`src/rtl/accum_sched_pkg.sv`:
```
// Shared definitions for the int64 accumulate-pipeline scheduler.
//   state_t   : scheduler FSM states (IDLE / ISSUE / DRAIN)
//   RES_W     : width of one pipeline partial result
//   SUMW_DEF  : default width of the accumulated total
//   sext_res  : sign-extends one partial to SUMW_DEF bits
package accum_sched_pkg;

  typedef enum logic [1:0] {
    ST_IDLE  = 2'd0,
    ST_ISSUE = 2'd1,
    ST_DRAIN = 2'd2
  } state_t;

  localparam int RES_W    = 65;
  localparam int SUMW_DEF = 72;

  function automatic logic [SUMW_DEF-1:0] sext_res(input logic [RES_W-1:0] r);
    return {{(SUMW_DEF-RES_W){r[RES_W-1]}}, r};
  endfunction

endpackage

```
`src/rtl/accum_int64_sched_if.sv`:
```
// Bundle of every non-clock/reset signal of accum_int64_sched.
//   requester side : req_vld, req_passes -> req_rdy (one-hot grant pulse)
//   pipeline side  : din_en, sel_id, pass_idx -> ; res_en_in, res_in <-
//   result side    : out_vld, out_id, out_sum -> ; out_rdy <-
//   status         : busy, err_stray, dbg_state (FSM state)
// Handshakes: a transfer happens on a rising clock edge where valid and
// ready are both high. req_vld/req_passes must stay stable until req_rdy;
// out_vld/out_id/out_sum stay stable until out_rdy is seen with out_vld.
// modport slave is the scheduler, modport master is its environment.
interface accum_int64_sched_if #(
  parameter int NREQ  = 4,
  parameter int PASSW = 4,
  parameter int SUMW  = 72
);
  import accum_sched_pkg::*;

  localparam int IW = $clog2(NREQ);

  logic [NREQ-1:0]       req_vld;
  logic [NREQ*PASSW-1:0] req_passes;
  logic [NREQ-1:0]       req_rdy;
  logic                  din_en;
  logic [IW-1:0]         sel_id;
  logic [PASSW-1:0]      pass_idx;
  logic                  res_en_in;
  logic [RES_W-1:0]      res_in;
  logic                  out_vld;
  logic [IW-1:0]         out_id;
  logic [SUMW-1:0]       out_sum;
  logic                  out_rdy;
  logic                  busy;
  logic                  err_stray;
  state_t                dbg_state;

  modport master (
    output req_vld, req_passes, res_en_in, res_in, out_rdy,
    input  req_rdy, din_en, sel_id, pass_idx, out_vld, out_id, out_sum,
           busy, err_stray, dbg_state
  );

  modport slave (
    input  req_vld, req_passes, res_en_in, res_in, out_rdy,
    output req_rdy, din_en, sel_id, pass_idx, out_vld, out_id, out_sum,
           busy, err_stray, dbg_state
  );

endinterface

```
`src/rtl/accum_rr_arb.sv`:
```
// Combinational round-robin arbiter.
//   req : request vector
//   ptr : highest-priority index this cycle (pointer register lives in parent)
//   en  : grant enable; no grant when low
//   gnt : one-hot grant
//   idx : encoded index of the granted requester (0 when no grant)
module accum_rr_arb #(
  parameter int NREQ = 4,
  parameter int IW   = $clog2(NREQ)
) (
  input  logic [NREQ-1:0] req,
  input  logic [IW-1:0]   ptr,
  input  logic            en,
  output logic [NREQ-1:0] gnt,
  output logic [IW-1:0]   idx
);

  int            cand;
  logic [IW-1:0] cidx;
  logic          found;

  // Scan from ptr upward with wrap; first set request wins.
  always_comb begin
    gnt   = '0;
    idx   = '0;
    found = 1'b0;
    cand  = 0;
    cidx  = '0;
    for (int i = 0; i < NREQ; i++) begin
      cand = int'(ptr) + i;
      if (cand >= NREQ) cand = cand - NREQ;
      cidx = IW'(cand);
      if (en && !found && req[cidx]) begin
        found     = 1'b1;
        gnt[cidx] = 1'b1;
        idx       = cidx;
      end
    end
  end

endmodule

```
`src/rtl/accum_int64_sched.sv`:
```
// Front-end scheduler for the shared int64 explicit-accumulate pipeline.
// Grants one requester (round-robin) a burst of P passes, issues them
// back-to-back to the pipeline, sums the P returned 65-bit partials into a
// SUMW-bit total and presents it with the requester id on a valid/ready port.
//   clk : clock, all state on the rising edge
//   rst : asynchronous active-low reset
//   bus : accum_int64_sched_if.slave (requests, pipeline, result, status)
module accum_int64_sched
  import accum_sched_pkg::*;
#(
  parameter int NREQ  = 4,
  parameter int PASSW = 4,
  parameter int SUMW  = SUMW_DEF
) (
  input logic                clk,
  input logic                rst,
  accum_int64_sched_if.slave bus
);

  localparam int IW = $clog2(NREQ);

  state_t           state, state_nxt;
  logic [IW-1:0]    rr_ptr, id_q, win_idx, rr_nxt, out_id_q;
  logic [NREQ-1:0]  gnt;
  logic [PASSW-1:0] p_q, pidx, en_cnt, rcv_cnt, win_passes;
  logic [SUMW-1:0]  acc, acc_nxt, ext, out_sum_q;
  logic             pend, out_vld_q, err_q;
  logic             gnt_en, issue_last, accept_en, stray, done;

  // Grant only when the result slot is free or draining this cycle. rst is
  // included so the combinational grant stays low while reset is held.
  assign gnt_en = rst && (state == ST_IDLE) && (|bus.req_vld) &&
                  (!out_vld_q || bus.out_rdy);

  accum_rr_arb #(.NREQ(NREQ), .IW(IW)) u_arb (
    .req (bus.req_vld),
    .ptr (rr_ptr),
    .en  (gnt_en),
    .gnt (gnt),
    .idx (win_idx)
  );

  assign win_passes = bus.req_passes[int'(win_idx)*PASSW +: PASSW];
  assign rr_nxt     = (int'(win_idx) == NREQ-1) ? '0 : win_idx + IW'(1);
  assign issue_last = (state == ST_ISSUE) && (pidx == p_q - PASSW'(1));

  // en_cnt counts announced results; one beyond P (or any in IDLE) is stray.
  assign accept_en = bus.res_en_in && (state != ST_IDLE) && (en_cnt != p_q);
  assign stray     = bus.res_en_in && !accept_en;

  // pend marks that res_in carries a partial announced last cycle.
  assign ext     = SUMW'($signed(sext_res(bus.res_in)));
  assign acc_nxt = acc + ext;
  assign done    = pend && (state == ST_DRAIN) && (rcv_cnt + PASSW'(1) == p_q);

  always_comb begin
    state_nxt = state;
    case (state)
      ST_IDLE:  if (gnt_en)     state_nxt = ST_ISSUE;
      ST_ISSUE: if (issue_last) state_nxt = ST_DRAIN;
      ST_DRAIN: if (done)       state_nxt = ST_IDLE;
      default:                  state_nxt = ST_IDLE;
    endcase
  end

  always_ff @(posedge clk or negedge rst) begin
    if (!rst) begin
      state     <= ST_IDLE;
      rr_ptr    <= '0;
      id_q      <= '0;
      p_q       <= '0;
      pidx      <= '0;
      en_cnt    <= '0;
      rcv_cnt   <= '0;
      acc       <= '0;
      pend      <= 1'b0;
      err_q     <= 1'b0;
      out_vld_q <= 1'b0;
      out_id_q  <= '0;
      out_sum_q <= '0;
    end else begin
      state <= state_nxt;
      err_q <= stray;
      pend  <= accept_en;

      if (accept_en) en_cnt <= en_cnt + PASSW'(1);

      if (pend) begin
        acc     <= acc_nxt;
        rcv_cnt <= rcv_cnt + PASSW'(1);
      end

      if (gnt_en) begin
        id_q    <= win_idx;
        p_q     <= (win_passes == '0) ? PASSW'(1) : win_passes;
        acc     <= '0;
        en_cnt  <= '0;
        rcv_cnt <= '0;
        pidx    <= '0;
        rr_ptr  <= rr_nxt;
      end

      if (state == ST_ISSUE) pidx <= issue_last ? '0 : pidx + PASSW'(1);

      if (done) begin
        out_vld_q <= 1'b1;
        out_sum_q <= acc_nxt;
        out_id_q  <= id_q;
      end else if (out_vld_q && bus.out_rdy) begin
        out_vld_q <= 1'b0;
      end
    end
  end

  assign bus.req_rdy   = gnt;
  assign bus.din_en    = (state == ST_ISSUE);
  assign bus.sel_id    = id_q;
  assign bus.pass_idx  = pidx;
  assign bus.out_vld   = out_vld_q;
  assign bus.out_id    = out_id_q;
  assign bus.out_sum   = out_sum_q;
  assign bus.busy      = (state != ST_IDLE);
  assign bus.err_stray = err_q;
  assign bus.dbg_state = state;

endmodule

```
`src/flat_wrapper.sv`:
```
// flat-port wrapper written by rule: the top's interface ports become plain ports
module accum_int64_sched_flat import accum_sched_pkg::*;
#(
  parameter int NREQ  = 4,
  parameter int PASSW = 4,
  parameter int SUMW  = SUMW_DEF
)
  (clk, rst, bus_req_vld, bus_req_passes, bus_res_en_in, bus_res_in, bus_out_rdy, bus_req_rdy, bus_din_en, bus_sel_id, bus_pass_idx, bus_out_vld, bus_out_id, bus_out_sum, bus_busy, bus_err_stray, bus_dbg_state);
  accum_int64_sched_if #(.NREQ(NREQ), .PASSW(PASSW), .SUMW(SUMW)) bus_i ();
  input logic clk;
  input logic rst;
  input wire logic [$bits(bus_i.req_vld)-1:0] bus_req_vld;
  input wire logic [$bits(bus_i.req_passes)-1:0] bus_req_passes;
  input wire logic [$bits(bus_i.res_en_in)-1:0] bus_res_en_in;
  input wire logic [$bits(bus_i.res_in)-1:0] bus_res_in;
  input wire logic [$bits(bus_i.out_rdy)-1:0] bus_out_rdy;
  output wire logic [$bits(bus_i.req_rdy)-1:0] bus_req_rdy;
  output wire logic [$bits(bus_i.din_en)-1:0] bus_din_en;
  output wire logic [$bits(bus_i.sel_id)-1:0] bus_sel_id;
  output wire logic [$bits(bus_i.pass_idx)-1:0] bus_pass_idx;
  output wire logic [$bits(bus_i.out_vld)-1:0] bus_out_vld;
  output wire logic [$bits(bus_i.out_id)-1:0] bus_out_id;
  output wire logic [$bits(bus_i.out_sum)-1:0] bus_out_sum;
  output wire logic [$bits(bus_i.busy)-1:0] bus_busy;
  output wire logic [$bits(bus_i.err_stray)-1:0] bus_err_stray;
  output wire logic [$bits(bus_i.dbg_state)-1:0] bus_dbg_state;
  assign bus_i.req_vld = bus_req_vld;
  assign bus_i.req_passes = bus_req_passes;
  assign bus_i.res_en_in = bus_res_en_in;
  assign bus_i.res_in = bus_res_in;
  assign bus_i.out_rdy = bus_out_rdy;
  assign bus_req_rdy = bus_i.req_rdy;
  assign bus_din_en = bus_i.din_en;
  assign bus_sel_id = bus_i.sel_id;
  assign bus_pass_idx = bus_i.pass_idx;
  assign bus_out_vld = bus_i.out_vld;
  assign bus_out_id = bus_i.out_id;
  assign bus_out_sum = bus_i.out_sum;
  assign bus_busy = bus_i.busy;
  assign bus_err_stray = bus_i.err_stray;
  assign bus_dbg_state = bus_i.dbg_state;
  accum_int64_sched #(.NREQ(NREQ), .PASSW(PASSW), .SUMW(SUMW)) u_core (.clk(clk), .rst(rst), .bus(bus_i));
endmodule
```
`config.mk`:
```
export PLATFORM = sky130hd
export DESIGN_NAME = accum_int64_sched_flat
export DESIGN_NICKNAME = d
export VERILOG_FILES = /design/src/rtl/accum_sched_pkg.sv /design/src/rtl/accum_int64_sched_if.sv /design/src/rtl/accum_rr_arb.sv /design/src/rtl/accum_int64_sched.sv /design/src/flat_wrapper.sv
export SDC_FILE = /design/constraint.sdc
export NUM_CORES = 1
export LEC_CHECK = 0
export ABC_AREA = 1
export BUFFER_PORTS_ARGS = -buffer_cell sky130_fd_sc_hd__buf_2
export CORE_UTILIZATION = 55
export CTS_BUF_LIST = sky130_fd_sc_hd__clkbuf_4 sky130_fd_sc_hd__clkbuf_8
export CTS_CLUSTER_DIAMETER = 50
export DETAILED_ROUTE_END_ITERATION = 16
export PLACE_DENSITY = 0.76
export REMOVE_ABC_BUFFERS = 1
export SLEW_MARGIN = 20
export SYNTH_ARGS = -nofsm -noshare
export SYNTH_HDL_FRONTEND = slang
export SYNTH_SLANG_ARGS = --single-unit
```
`constraint.sdc`:
```
create_clock -name clk -period 2.1 [get_ports clk]
set_input_delay 0.21 -clock clk [delete_from_list [all_inputs] [get_ports clk]]
set_output_delay 0.21 -clock clk [all_outputs]
set_load 0.005 [all_outputs]
```
==> results of run 1 <==
[layer usage]
metal | GRT overflow | GRT usage [%]
met1 | 2 | 80.7
met5 | 1 | 47.2
met4 | 22 | 69.1
met2 | 30 | 92.2
met3 | 1 | 65.1
[kinds of logic after synthesis]
family	Yosys count	synth area share, %
flops	171	32.7
xor+xnor	43	2.88
compound gates	294	12.1
buf+inv	276	8.15
fa+ha+maj	80	7.72
simple gates	1121	36.4
[Yosys cell counts, drive strengths merged (3+ instances only)]
cell type and count:
a21o 4, a21oi 130, buf 19, clkbuf 15
dfrtp 171, ha 79, inv 241, nand2 670
nand3 184, nand3b 18, nand4 31, nor2 193
nor3 12, o21a 3, o21ai 128, o21bai 16
o221ai 4, or2 10, xnor2 28, xor2 15
[stage by stage]
step | instance area (um^2) | utilization (%) | setup TNS (ns) | worst slack [ns]
detailed placement | 16700 | 71.5 | -38.75 | -0.572
global placement | 16700 | 71.5 | -28.97 | -0.461
floorplan | 12900 | - | -182.99 | -1.55
CTS | 20500 | 87.4 | -10.51 | -0.191
[timing repair]
action / in CTS
setup endpoints to repair: 124
hold endpoints to repair: 172
resized for setup: 670
pin swaps: 156
gates cloned: 2
hold buffers: 2
buffers inserted: 66
==> results.sh, run 1 <==
export IMPL_synthCells=1985
export IMPL_grt_use_total_pct=78.1
export IMPL_ys_seq_area_share_pct=32.7
export IMPL_numCtsBuffers=17
export IMPL_ys_warn_count=0
export IMPL_synth_enable_flop_cells=0
export IMPL_synth_area_um2=13100
export IMPL_cts_sinks=171
export IMPL_ys_top_cells_by_area="dfrtp_1, nand2_1, ha_1"
export IMPL_overflow=56
export IMPL_cts_buffer_depth=2
export IMPL_synthArstFlopShare_pct=100
export IMPL_yosys_cell_types_count=44
export IMPL_yosys_area_top_type="dfrtp_1"
export IMPL_io_pins=179
export IMPL_ys_ff_latch=171
export IMPL_stop_stage="global routing"
export IMPL_grt_pass1_wl_um=138000
export IMPL_clockRootBuffer="clkbuf_8"
export IMPL_gp_congestion=1.02
export IMPL_synth_flop_cell="dfrtp_1"
export IMPL_status="stopped before the end"
export IMPL_die_y_um=156
export IMPL_synth_top_cell_area_share_pct=32.7
export IMPL_dp_cells=2773
export IMPL_stop_error="[ERROR GRT-0116] Global routing finished with congestion. Check the congestion regions in the DRC Viewer."
export IMPL_dieWidth_um=156
export IMPL_start_util_pct=55.8
export IMPL_port_buffers=178
export IMPL_hpwl_um=43000
export IMPL_row_count=56
export IMPL_avgSynthCellArea_um2=6.58
export IMPL_grt_start_max_net_pins=120
export IMPL_grt_pass1_vias=21292
export IMPL_htree_levels=4
==> run 2, diff against run 1 <==
CORE_UTILIZATION = 40   (was 55)
CTS_BUF_LIST = unset   (was sky130_fd_sc_hd__clkbuf_4 sky130_fd_sc_hd__clkbuf_8)
CTS_CLUSTER_DIAMETER = unset   (was 50)
PLACE_DENSITY = unset   (was 0.76)
PLACE_DENSITY_LB_ADDON = 0.15   (was unset)
clock period = 2.73 ns   (was 2.1 ns; I/O delays follow)
==> results.sh, run 2 <==
export IMPL_status="complete, no violations"
export IMPL_p_sw_share_pct=49.8
export IMPL_min_period_ns=2.61
export IMPL_vias=13823
export IMPL_layout_common_cells="nand2_1, inv_1, nor2_1"
export IMPL_drt_vias_per_instance=5.16
export IMPL_ys_warn_count=0
export IMPL_skew_ns=0.0137
export IMPL_hp_start="bus_out_rdy"
export IMPL_clock_latency_ns=0.47
export IMPL_die_area_um2=33400
export IMPL_arrival_ns=2.96
export IMPL_finalMaxSlewViolations=0
export IMPL_fillCellCount=3412
export IMPL_peakVddDrop_v=0.000573
export IMPL_wl_per_cell_um=18.4
export IMPL_critPathBufInv=1
export IMPL_cellPowerDensity_nw_per_um2=1090
export IMPL_cp_start_kind="register"
export IMPL_syn2layout_area_growth_pct=19.8
export IMPL_dpl_cell_area_um2=14900
export IMPL_seq_area_um2=4280
export IMPL_grt_use_total_pct=30.2
export IMPL_core_um2=31900
export IMPL_cp_cell_sequence="ha_1 -> a21oi_1 -> o21ai_0 -> a21oi_1 -> o21bai_1 -> a21oi_1 -> buf_4 -> nand3b_1 -> nand3_1 -> nand2_1"
export IMPL_cts_sinks=171
export IMPL_die_y_um=183
export IMPL_mostFrequentLayoutCell="nand2_1"
export IMPL_hold_viol=0
export IMPL_multi_input_area_um2=7820
export IMPL_ys_seq_area_share_pct=32.7
export IMPL_p_int_uw=8580
export IMPL_p_clk_share_pct=14.5
export IMPL_io_pins=179
export IMPL_synthCells=1985
export IMPL_crit_start="u_core.acc[32]"
export IMPL_drtPass1Iterations=5
export IMPL_start_util_pct=41.0
export IMPL_grt_start_max_net_pins=76
export IMPL_finalSetupViolations=0
export IMPL_nets=2397
export IMPL_worstSetupEndpointType="register"
export IMPL_yosys_cell_types_count=44
export IMPL_dp_worst_setup_slack_ns=-0.139
export IMPL_cp_slowest_cell="dfrtp_1"
export IMPL_drive_above_1_share_pct=15.5
export IMPL_overflow=0
export IMPL_dieWidth_um=183
export IMPL_maxCapViolCount=0
export IMPL_hpwl_um=40100
export IMPL_drt_iter0_markers=1043
export IMPL_tns_ns=0
export IMPL_power_uw=17100
export IMPL_clockRootBuffer="clkbuf_16"
export IMPL_ys_ff_latch=171
export IMPL_tightestPinTransition_ns=0.772
export IMPL_ys_top_cells_by_area="dfrtp_1, nand2_1, ha_1"
export IMPL_cts_buffer_depth=2
export IMPL_cts_tree="built"
export IMPL_numCtsBuffers=17
export IMPL_synth_area_um2=13100
export IMPL_crit_family="compound AO/OA/AOI/OAI gates"
export IMPL_leakage_uw=0.00802
export IMPL_p_seq_share_pct=25.7
export IMPL_avgSynthCellArea_um2=6.58
export IMPL_r2r_start="u_core.acc[32]"
export IMPL_relSlewSlack_pct=48.5
export IMPL_ant_nets=0
export IMPL_grt_pass1_wl_um=76300
export IMPL_htree_levels=4
export IMPL_min_path_type="in2reg"
export IMPL_synth_flop_cell="dfrtp_1"
export IMPL_grt_pass1_vias=13414
export IMPL_synthArstFlopShare_pct=100
export IMPL_stdcell_area_um2=15700
export IMPL_critical_path_max_fanout=5
export IMPL_cp_slowest_stage_delay_ns=0.38
export IMPL_combPwrFrac_pct=59.8
export IMPL_yosys_area_top_type="dfrtp_1"
export IMPL_synth_top_cell_area_share_pct=32.7
export IMPL_port_buffers=178
export IMPL_rsz0062_at_grt="no"
export IMPL_finalWorstSetupSlack_ns=0.117
export IMPL_postRouteWirelength_um=49200
export IMPL_row_count=65
export IMPL_fin_crit_sh_pct=95.7
export IMPL_gp_congestion=0.987
export IMPL_p_sw_uw=8500
export IMPL_antenna_found_initial=1
export IMPL_fmax_mhz=383
export IMPL_path_common_cell="a21oi_1"
export IMPL_worstPathRequired_ns=3.08
export IMPL_synth_enable_flop_cells=0
export IMPL_drc=0
export IMPL_synthTopCellsByCount="nand2_1, inv_1, nor2_1"
export IMPL_synth_most_common_cell="nand2_1"
export IMPL_path_class="reg2reg"
export IMPL_cts_clk_slew_worst_paths_ns=0.07
run 2: repair_timing:
action                                  4_1_cts  5_1_grt
pin swaps                                     0        1
resized for setup                             1       23
endpoints found under the setup margin        2       41
setup buffers                                 0        5
hold buffers                                  2        0
endpoints found under the hold margin        41        0
run 2: layer usage:
metal	routed length, um	share of wire (%)	track usage, %
met1	23600	48	42.6
met2	21600	44	47.5
met3	2570	5.2	4.11
met4	1410	2.9	10.3
met5	0	0	0
run 2: worst paths after layout:
| check | cells past startpoint | end | slack [ns] |
|---|---|---|---|
| setup / recovery | 10 | u_core.bus.out_sum[57] | 0.12 |
| hold / removal | 4 | u_core.bus.out_vld | 0.1 |
| setup reg to reg | 10 | u_core.bus.out_sum[57] | 0.12 |
| hold reg to reg | 2 | u_core.bus.out_sum[71] | 0.48 |
| max in group asynchronous | 3 | u_core.acc[63] | 1.57 |
| min in group asynchronous | 2 | u_core.acc[17] | 0.18 |
run 2: through the flow:
stage | utilization (%) | hold WS, ns | std cells
5_1_grt | 49.1 | 0.104 | 2676
3_3_place_gp | 46.9 | 0.0847 | 2637
4_1_cts | 48.7 | 0.0810 | 2671
3_5_place_dp | 46.9 | 0.0858 | 2637
6_report | 49.1 | 0.0987 | 2677
2_1_floorplan | - | -0.0226 | 1951
run 2: kinds of logic after synthesis:
logic type | synth area share [%]
buffers and inverters | 8.15
AND/OR/NAND/NOR | 36.4
XOR/XNOR | 2.88
adder cells (fa/ha/maj) | 7.72
flip-flops | 32.7
AO/OA/AOI/OAI | 12.1
run 2: final cells by class:
cell class / instances / area share [%]
multi-input cells: 1538 / 49.9
flip-flops and latches: 171 / 27.3
repair buffers: 258 / 9.78
inverters: 242 / 5.82
well taps: 435 / 3.48
clock buffers: 17 / 2.72
clock inverters: 15 / 0.919
diodes: 1 / 0.0160
run 2: worst min-delay path, cell delays in order:
cell,delay (ns)
buf_2,0.09
inv_1,0.03
nand2_1,0.07
nand2_1,0.06
run 2: power by group through the flow:
stage | registers, uW | clock network [uW] | logic (uW)
global route | 4540 | 2600 | 11400
CTS | 4400 | 2530 | 10100
finish | 4390 | 2470 | 10200
floorplan | 4340 | 0 | 6350
detailed placement | 4420 | 0 | 10000
global placement | 4410 | 0 | 9960
No activity file was read; power rests on OpenSTA's default activity.
